`src/rtl/mem_stage_lsu_pkg.sv`:
```
// Shared encodings for the memory-stage load/store unit: result select, funct3 sizes,
// and FSM states.
package mem_stage_lsu_pkg;

   localparam logic [1:0] RES_ALU = 2'b00;
   localparam logic [1:0] RES_MEM = 2'b01;
   localparam logic [1:0] RES_PC4 = 2'b10;

   localparam logic [2:0] F3_B  = 3'b000;
   localparam logic [2:0] F3_H  = 3'b001;
   localparam logic [2:0] F3_W  = 3'b010;
   localparam logic [2:0] F3_BU = 3'b100;
   localparam logic [2:0] F3_HU = 3'b101;

   typedef enum logic {
      LSU_IDLE,
      LSU_WAIT
   } lsu_state_e;

   // The reserved encoding 11 is treated as an ALU result.
   function automatic logic [1:0] norm_result_src(input logic [1:0] src);
      return (src == 2'b11) ? RES_ALU : src;
   endfunction

endpackage

```
`src/rtl/mem_stage_lsu_if.sv`:
```
// Single-master data bus with req/ready handshake; ready may be held low for wait states.
interface mem_stage_lsu_if;
   logic        req;
   logic        we;
   logic [31:0] addr;
   logic [3:0]  be;
   logic [31:0] wdata;
   logic [31:0] rdata;
   logic        ready;

   modport master (output req, we, addr, be, wdata, input rdata, ready);
   modport slave  (input req, we, addr, be, wdata, output rdata, ready);
endinterface

```
`src/rtl/flopr.sv`:
```
// Resettable pipeline register with synchronous clear used to insert bubbles.
module flopr #(
   parameter int unsigned         WIDTH       = 32,
   parameter logic [WIDTH-1:0]    RESET_VALUE = '0
) (
   input  logic             clk,
   input  logic             n_rst,
   input  logic             clr,
   input  logic [WIDTH-1:0] d,
   output logic [WIDTH-1:0] q
);

   always_ff @(posedge clk or negedge n_rst) begin
      if (!n_rst) begin
         q <= RESET_VALUE;
      end else if (clr) begin
         q <= '0;
      end else begin
         q <= d;
      end
   end

endmodule

```
`src/rtl/mem_stage_lsu_align.sv`:
```
// Store lane replication / byte-enable generation and load byte/half extraction with
// sign or zero extension.
module mem_stage_lsu_align
   import mem_stage_lsu_pkg::*;
(
   input  logic [2:0]  funct3,
   input  logic [1:0]  addr_lo,
   input  logic        we,
   input  logic [31:0] store_data,
   input  logic [31:0] rdata,
   output logic [3:0]  be,
   output logic [31:0] wdata,
   output logic [31:0] load_data
);

   logic [31:0] byte_sh;
   logic [31:0] half_sh;
   logic [7:0]  ld_byte;
   logic [15:0] ld_half;
   logic        sext;

   assign byte_sh = rdata >> {addr_lo, 3'b000};
   assign half_sh = rdata >> {addr_lo[1], 4'b0000};
   assign ld_byte = byte_sh[7:0];
   assign ld_half = half_sh[15:0];
   assign sext    = ~funct3[2];

   always_comb begin
      be    = 4'b1111;
      wdata = store_data;
      if (we) begin
         case (funct3[1:0])
            F3_B[1:0]: begin
               be    = 4'b0001 << addr_lo;
               wdata = {4{store_data[7:0]}};
            end
            F3_H[1:0]: begin
               be    = 4'b0011 << {addr_lo[1], 1'b0};
               wdata = {2{store_data[15:0]}};
            end
            default: ;
         endcase
      end
   end

   always_comb begin
      case (funct3[1:0])
         F3_B[1:0]: load_data = {{24{sext & ld_byte[7]}}, ld_byte};
         F3_H[1:0]: load_data = {{16{sext & ld_half[15]}}, ld_half};
         default:   load_data = rdata;
      endcase
   end

endmodule

```
`src/rtl/mem_stage_lsu.sv`:
```
// Memory-stage LSU: drives the data bus, stalls the pipeline on wait states or until
// timeout, and holds the M->W pipeline register.
module mem_stage_lsu
   import mem_stage_lsu_pkg::*;
#(
   parameter int unsigned TIMEOUT_CYCLES = 255,
   parameter int unsigned RESET_VALUE    = 0
) (
   input  logic                   clk,
   input  logic                   n_rst,
   input  logic                   RegWriteM,
   input  logic [1:0]             ResultSrcM,
   input  logic                   MemWriteM,
   input  logic [2:0]             funct3M,
   input  logic [31:0]            ALUResultM,
   input  logic [31:0]            WriteDataM,
   input  logic [4:0]             RdM,
   input  logic [31:0]            PCPlus4M,
   mem_stage_lsu_if.master        bus,
   output logic                   StallM,
   output logic                   RegWriteW,
   output logic [1:0]             ResultSrcW,
   output logic [31:0]            ALUResultW,
   output logic [31:0]            ReadDataW,
   output logic [4:0]             RdW,
   output logic [31:0]            PCPlus4W,
   output logic                   MisalignW,
   output logic                   BusErrW
);

   localparam logic [7:0] TIMEOUT_LAST = 8'(TIMEOUT_CYCLES - 1);

   lsu_state_e  state;
   logic [7:0]  cnt;
   logic        access;
   logic        word;
   logic        half;
   logic        misalign;
   logic        misalign_idle;
   logic        in_wait;
   logic        timeout;
   logic        bubble;
   logic [31:0] rdata_eff;
   logic [31:0] load_data;

   assign access   = (ResultSrcM == RES_MEM) | MemWriteM;
   assign word     = funct3M[1];
   assign half     = (funct3M[1:0] == F3_H[1:0]);
   assign misalign = access & ((word & (ALUResultM[1:0] != 2'b00)) | (half & ALUResultM[0]));
   assign in_wait  = (state == LSU_WAIT);
   assign misalign_idle = misalign & ~in_wait;

   // Gating with n_rst drops any outstanding request the moment reset asserts.
   assign bus.req  = n_rst & (in_wait | (access & ~misalign));
   assign bus.we   = MemWriteM;
   assign bus.addr = {ALUResultM[31:2], 2'b00};
   assign timeout  = in_wait & ~bus.ready & (cnt == TIMEOUT_LAST);
   assign StallM   = bus.req & ~bus.ready & ~timeout;
   assign bubble   = StallM | misalign_idle | timeout;
   assign rdata_eff = bus.ready ? bus.rdata : 32'h0;

   mem_stage_lsu_align u_align (
      .funct3     (funct3M),
      .addr_lo    (ALUResultM[1:0]),
      .we         (MemWriteM),
      .store_data (WriteDataM),
      .rdata      (rdata_eff),
      .be         (bus.be),
      .wdata      (bus.wdata),
      .load_data  (load_data)
   );

   always_ff @(posedge clk or negedge n_rst) begin
      if (!n_rst) begin
         state     <= LSU_IDLE;
         cnt       <= 8'd0;
         MisalignW <= 1'b0;
         BusErrW   <= 1'b0;
      end else begin
         MisalignW <= misalign_idle;
         BusErrW   <= timeout;
         case (state)
            LSU_IDLE: begin
               if (bus.req && !bus.ready) begin
                  state <= LSU_WAIT;
                  cnt   <= 8'd0;
               end
            end
            LSU_WAIT: begin
               if (bus.ready || timeout) begin
                  state <= LSU_IDLE;
               end else begin
                  cnt <= cnt + 8'd1;
               end
            end
            default: state <= LSU_IDLE;
         endcase
      end
   end

   flopr #(.WIDTH(1), .RESET_VALUE(1'(RESET_VALUE))) u_regwrite_w (
      .clk(clk), .n_rst(n_rst), .clr(bubble), .d(RegWriteM), .q(RegWriteW)
   );

   flopr #(.WIDTH(2), .RESET_VALUE(2'(RESET_VALUE))) u_resultsrc_w (
      .clk(clk), .n_rst(n_rst), .clr(bubble), .d(norm_result_src(ResultSrcM)), .q(ResultSrcW)
   );

   flopr #(.WIDTH(32), .RESET_VALUE(32'(RESET_VALUE))) u_aluresult_w (
      .clk(clk), .n_rst(n_rst), .clr(bubble), .d(ALUResultM), .q(ALUResultW)
   );

   flopr #(.WIDTH(32), .RESET_VALUE(32'(RESET_VALUE))) u_readdata_w (
      .clk(clk), .n_rst(n_rst), .clr(bubble), .d(load_data), .q(ReadDataW)
   );

   flopr #(.WIDTH(5), .RESET_VALUE(5'(RESET_VALUE))) u_rd_w (
      .clk(clk), .n_rst(n_rst), .clr(bubble), .d(RdM), .q(RdW)
   );

   flopr #(.WIDTH(32), .RESET_VALUE(32'(RESET_VALUE))) u_pcplus4_w (
      .clk(clk), .n_rst(n_rst), .clr(bubble), .d(PCPlus4M), .q(PCPlus4W)
   );

endmodule

```
`src/flat_wrapper.sv`:
```
// flat-port wrapper written by rule: the top's interface ports become plain ports
module mem_stage_lsu_flat import mem_stage_lsu_pkg::*;
#(
   parameter int unsigned TIMEOUT_CYCLES = 255,
   parameter int unsigned RESET_VALUE    = 0
)
  (clk, n_rst, RegWriteM, ResultSrcM, MemWriteM, funct3M, ALUResultM, WriteDataM, RdM, PCPlus4M, StallM, RegWriteW, ResultSrcW, ALUResultW, ReadDataW, RdW, PCPlus4W, MisalignW, BusErrW, bus_req, bus_we, bus_addr, bus_be, bus_wdata, bus_rdata, bus_ready);
  mem_stage_lsu_if bus_i ();
  input  logic clk;
  input  logic n_rst;
  input  logic RegWriteM;
  input  logic [1:0] ResultSrcM;
  input  logic MemWriteM;
  input  logic [2:0] funct3M;
  input  logic [31:0] ALUResultM;
  input  logic [31:0] WriteDataM;
  input  logic [4:0] RdM;
  input  logic [31:0] PCPlus4M;
  output logic StallM;
  output logic RegWriteW;
  output logic [1:0] ResultSrcW;
  output logic [31:0] ALUResultW;
  output logic [31:0] ReadDataW;
  output logic [4:0] RdW;
  output logic [31:0] PCPlus4W;
  output logic MisalignW;
  output logic BusErrW;
  output wire logic [$bits(bus_i.req)-1:0] bus_req;
  output wire logic [$bits(bus_i.we)-1:0] bus_we;
  output wire logic [$bits(bus_i.addr)-1:0] bus_addr;
  output wire logic [$bits(bus_i.be)-1:0] bus_be;
  output wire logic [$bits(bus_i.wdata)-1:0] bus_wdata;
  input wire logic [$bits(bus_i.rdata)-1:0] bus_rdata;
  input wire logic [$bits(bus_i.ready)-1:0] bus_ready;
  assign bus_req = bus_i.req;
  assign bus_we = bus_i.we;
  assign bus_addr = bus_i.addr;
  assign bus_be = bus_i.be;
  assign bus_wdata = bus_i.wdata;
  assign bus_i.rdata = bus_rdata;
  assign bus_i.ready = bus_ready;
  mem_stage_lsu #(.TIMEOUT_CYCLES(TIMEOUT_CYCLES), .RESET_VALUE(RESET_VALUE)) u_core (.clk(clk), .n_rst(n_rst), .RegWriteM(RegWriteM), .ResultSrcM(ResultSrcM), .MemWriteM(MemWriteM), .funct3M(funct3M), .ALUResultM(ALUResultM), .WriteDataM(WriteDataM), .RdM(RdM), .PCPlus4M(PCPlus4M), .bus(bus_i), .StallM(StallM), .RegWriteW(RegWriteW), .ResultSrcW(ResultSrcW), .ALUResultW(ALUResultW), .ReadDataW(ReadDataW), .RdW(RdW), .PCPlus4W(PCPlus4W), .MisalignW(MisalignW), .BusErrW(BusErrW));
endmodule
```
`config.mk`:
```
export PLATFORM = sky130hd
export DESIGN_NAME = mem_stage_lsu_flat
export DESIGN_NICKNAME = d
export VERILOG_FILES = /design/src/rtl/mem_stage_lsu_pkg.sv /design/src/rtl/mem_stage_lsu_if.sv /design/src/rtl/flopr.sv /design/src/rtl/mem_stage_lsu_align.sv /design/src/rtl/mem_stage_lsu.sv /design/src/flat_wrapper.sv
export SDC_FILE = /design/constraint.sdc
export NUM_CORES = 1
export LEC_CHECK = 0
export ABC_AREA = 0
export ABC_CLOCK_PERIOD_IN_PS = 2500
export CAP_MARGIN = 10
export CORE_AREA = 10 10 117 119
export CTS_CLUSTER_SIZE = 16
export DETAILED_ROUTE_END_ITERATION = 10
export DIE_AREA = 0 0 127 129
export DONT_BUFFER_PORTS = 1
export GPL_ROUTABILITY_DRIVEN = 0
export HOLD_SLACK_MARGIN = 0.08
export PLACE_DENSITY = 0.71
export SYNTH_ARGS = -nofsm -noshare
export SYNTH_HDL_FRONTEND = slang
export SYNTH_SLANG_ARGS = --single-unit
```
`constraint.sdc`:
```
create_clock -name clk -period 2.5 [get_ports clk]
set_clock_uncertainty 0.1 [all_clocks]
set_input_delay 0.5 -clock clk [delete_from_list [all_inputs] [get_ports clk]]
set_output_delay 0.5 -clock clk [all_outputs]
set_load 0.01 [all_outputs]
```
# Yosys cells after proc, flatten, opt, wreduce, memory -nomap -nowiden
# Index checks and enable logic that the tools add are counted.
# totals
regBits	115
latch_bits	0
ram_bits	0
romBits	0
out_inout_bits	177
wordCells	68
mem_count	0
# classes
n_addsub	1
n_mul	0
div	0
magnitude_cmp	0
n_eq_ne	6
shifts	4
n_mux	19
n_bitwise	22
n_reduce_logical	6
# op_table
op	count
2-to-1 mux 32 bit	5
one-hot mux 32 bit (2 select lines)	2
>> shifter 32 x 5 -> 16 bit	1
>> shifter 32 x 5 -> 8 bit	1
2-to-1 mux 8 bit	2
one-hot mux 8 bit (2 select lines)	1
AND 1 bit	12
adder 8 x 1 -> 8 bit, second input constant	1
== test 8 bit, second input constant	1
one-hot mux 4 bit (2 select lines)	1
2-to-1 mux 5 bit	1
NOT 1 bit	5
bitwise OR 1 bit	5
== test 2 x 1 -> 1 bit, second input constant	2
2-to-1 mux 2 bit	2
2-to-1 mux 4 bit	1
inequality test 2 bit, second input constant	2
<< shifter 1 x 2 -> 4 bit, first input constant	1
<< shifter 2 x 2 -> 4 bit, first input constant	1
2-to-1 mux 1 bit	3
== test 2 bit, second input constant	1
zero test 2 bit	1
one-hot mux 1 bit (2 select lines)	1
AND reduction 2 bit	1
other kinds (4)	4

# Depth between registers and ports, before layout
# depth
word_depth	13
mapped_depth	7
depth_no_buf	6

# By module
# From an unflattened synthesis, not the netlist that was laid out.
# unflattened
hier_cells	529
area_unflattened_um2	5778.0
# modules_own_cells
mod	instances	cells_each	area_each_um2	seq_area_each_um2
flopr (u_core.u_aluresult_w ...)	3	67	1023.5	800.8
mem_stage_lsu_align	1	175	1292.5	0.0
mem_stage_lsu	1	137	1157.4	275.3
flopr (u_core.u_rd_w)	1	10	156.4	125.1
flopr (u_core.u_resultsrc_w)	1	4	62.6	50.0
flopr (u_core.u_regwrite_w)	1	2	38.8	25.0

# Least setup slack after synthesis
# Ideal clock, no wire load.
# synth_timing
path_kind	input to output
start	input port funct3M[1]
end	output port bus_wdata[10]
arrival_ns	1.422
path_slack_ns	0.478
stages	4
n_path_buf	1
cell_sequence	nand2b_1 -> clkbuf_1 -> nor2_2 -> mux2_2
# synth_via
elab_chain_len	3
elab_cells_between_ends	4
# synth_lines
item	line	source
from (decl)	flat_wrapper.sv:14	input logic [2:0] funct3M;
== test 2 x 1 -> 1 bit or zero test 2 bit (tied branches)	mem_stage_lsu_align.sv:32	case (funct3[1:0])
one-hot mux 32 bit (2 select lines) (*)	mem_stage_lsu_align.sv:32	
2-to-1 mux 32 bit (*)	mem_stage_lsu_align.sv:31	if (we) begin
to (decl)	flat_wrapper.sv:32	output wire logic [$bits(bus_i.wdata)-1:0] bus_wdata;
# Every way passes the cells marked *; elsewhere a longest branch is shown, timed or not.

# Final worst setup path
# layout_timing
start	register u_core.cnt[0]
end	output port StallM
# layout_via
elab_chain_len	4
# layout_lines
item	line	source
from (decl)	mem_stage_lsu.sv:34	logic [7:0] cnt;
from (signal assigned)	mem_stage_lsu.sv:93	cnt <= cnt + 8'd1;
== test 8 bit	mem_stage_lsu.sv:57	assign timeout = in_wait & ~bus.ready & (cnt == TIMEOUT_LAST);
AND 1 bit	mem_stage_lsu.sv:57	
named net u_core.timeout	mem_stage_lsu.sv:41	logic timeout;
NOT 1 bit	mem_stage_lsu.sv:58	assign StallM = bus.req & ~bus.ready & ~timeout;
AND 1 bit	mem_stage_lsu.sv:58	
to (decl)	flat_wrapper.sv:19	output logic StallM;
# The timed path passes the listed nets, and every way through them passes these cells.

==> results.toml <==
[clock_network]
htreeDepth = 4
clock-root-buffer = "clkbuf_16"
cts_buffer_depth = 2
cts_made_buffers = 17
path_clk_slew_ps = 60
clock_latency_ps = 410
postCtsSetupBuffers = 0
cts_tree = "yes"
cts_hold_buf = 2
cts.sink_count = 115

[layout]
final_area_um2 = 5860
drive_gt1_share_pct = 17.4
area_delta_synth_final_pct = 6.77
n_fill_cell = 953
layout.nets = 610
final_common_cell = "dfrtp_1"
layout_common_cells = "dfrtp_1, and2_1, nand2_1, mux2_2, a21oi_1"
instances_no_fill = 622

[floorplan]
coreArea_um2 = 11300
die_y_um = 129
dieArea_um2 = 16400
initial_core_util_pct = 48.5
io_pins = 320
row_count = 39
die_w_um = 127

[placed_design]
dpl.hpwl_um = 12200
dpl_cell_area_um2 = 5250
port-buffer-count = 0
dpl.cell_count = 587

[synth]
avgSynthCellArea_um2 = 10.7
ys_seq_area_share_pct = 52.5
yosys_warnings = 0
synth-edff-count = 0
synth_top_area_cell = "dfrtp_1"
ys_ff_latch = 115
synth_area_um2 = 5490
synth_cell_types = 55
postSynth.asyncResetShare_pct = 100
synth_cells = 511
synthFlopType = "dfrtp_1"
yosys.area.top_type_share_pct = 52.5
synth.area.top_cells = "dfrtp_1, and2_1, buf_4, mux2_2, nand2_1"

[grt]
grt_pass1_vias = 3844
use_met1_pct = 19.6
grt_pass1_wl_um = 23300
grt_max_degree = 118
met3_usage_pct = 7.93
use_met2_pct = 31.9
grt_usage_pct = 18.4
antenna_found_initial = 1
overflow = 0
busiest_layer = "met2"

[drt]
drc = 0
vias = 3620
ant_nets = 0
drt-total-wl_um = 15800
first_pass_iters = 5
drtIter0Drc = 275
detail_route.wl_per_cell_um = 25.4
vias_per_cell = 5.82

[worst_setup_path]
crit_type = "reg2out"
reg2regPathDepth = 4
cp-end-kind = "output port"
crit_path_start_kind = "register"
cp_max_fo = 6
cp_data_required_time_ps = 1900
timing.reg2reg.setup_slack_ps = 280
worstPathArrival_ps = 1790

[power_and_ir_drop]
switching_share_pct = 27.3
total_power_uw = 4970
ir_worst_vdd_uv = 528
power.leakage_uw = 0.00270
power_frac_seq_pct = 44.5
cellPowerDensity_nw_per_um2 = 849
power.internal_uw = 3620
pwr-share-comb_pct = 8.9
switchingPower_uw = 1360
p_clk_share_pct = 46.6

[worst_hold_path]
holdCritPathClass = "in2async"

[sta]
fmax_mhz = 419
hold_slack_ps = -317
relSlewSlack_pct = 30.2
slew_viol_final = 0
worstMarginPinSlew_ps = 1050
setup_viol = 0
post-route-period-util_pct = 95.5
hold_viol_final = 115
post-route-min-period_ps = 2390

[status]
violations = "hold timing"
status = "finished with violations"

[run]
max-cap-violations = 0
[flip-flops by register name (all words and copies together) (netlist names)]
| register | cells |
|---|---|
| u_core.in_wait | 1 |
| u_core.u_aluresult_w.q | 32 |
| u_core.BusErrW | 1 |
| u_core.MisalignW | 1 |
| u_core.u_regwrite_w.q | 1 |
| u_core.u_resultsrc_w.q | 2 |
| u_core.u_readdata_w.q | 32 |
| u_core.u_pcplus4_w.q | 32 |
| u_core.u_rd_w.q | 5 |
| u_core.cnt | 8 |
[synth_stat cells (3+ instances only)]
cell / count
a211o_1: 3
a21o_1: 8
a21oi_1: 23
a21oi_2: 3
a221oi_1: 7
a22o_1: 3
and2_1: 72
buf_2: 15
buf_4: 45
clkbuf_1: 12
dfrtp_1: 115
inv_1: 3
mux2_2: 23
mux2i_1: 9
nand2_1: 68
nand2b_1: 4
nand3_1: 13
nor2_1: 9
nor2b_1: 3
nor3_1: 9
nor3_2: 10
nor4_1: 4
o211a_1: 3
o21ai_0: 10
[stage by stage]
stage	setup TNS (ps)	util (%)	setup slack, ps	hold slack [ps]
final	0	51.7	114	-317
after global routing	-5.09	51.7	-5.09	-341
after CTS	0	51.6	43.9	-332
after detailed placement	0	46.3	342	108
after global placement	0	46.3	411	108
after floorplan	0	-	478	104
[power groups by stage]
stage | logic, µW | clock network [µW] | registers (µW)
after global routing | 492 | 2460 | 2230
final | 442 | 2320 | 2210
after CTS | 446 | 2360 | 2220
after global placement | 421 | 0 | 2250
after detailed placement | 439 | 0 | 2260
after floorplan | 453 | 0 | 2200
[critical path, cell delays in order (launching register included)]
cell and delay, ps:
dfrtp_1 440, inv_1 80, ha_1 210, nand3_1 200, nor3_4 90, nor4_4 370
[final cells by class]
type                       count  area [µm²]  share of cell area (%)
multi-input combinational    320        2130                    36.4
antenna                        1        2.50                  0.0427
inverter                       3        11.3                   0.192
clock inverter                14         145                    2.48
timing repair buffer           8        77.6                    1.32
sequential                   115        2880                    49.1
tap                          143         179                    3.05
clock buffer                  18         429                    7.33
[path summary, 6_finish.rpt]
kind | startpoint | to
setup / recovery | u_core.cnt[0] | StallM
hold / removal | n_rst | u_core.u_pcplus4_w.q[24]
setup reg to reg | u_core.in_wait | u_core.u_readdata_w.q[9]
hold reg to reg | u_core.cnt[0] | u_core.cnt[0]
max in group asynchronous | n_rst | u_core.u_readdata_w.q[14]
min in group clk | funct3M[1] | u_core.u_readdata_w.q[10]
[routing by layer]
metal	part of all wire, %	wire, µm	vias up
met1	37	5810	1747
met4	1.8	288	0
li1	-	-	1590
met2	52	8150	259
met3	9.7	1520	24
met5	0	0	-
[cell families after synthesis]
family | share of synthesized area, %
xor gates and xnor gates | 0.479
muxes | 6.36
and+or+nand+nor | 20.9
buffers and inverters | 8.96
adders and majority gates | 0.456
other | 0.0684
DFF | 52.5
AOI/OAI and AO/OA | 10.3
[repair_timing]
item                                    4_1_cts  5_1_grt
gates resized for setup                       1        1
endpoints found under the hold margin       117      115
endpoints found under the setup margin        1        1
Power figures use the tool's default switching activity.
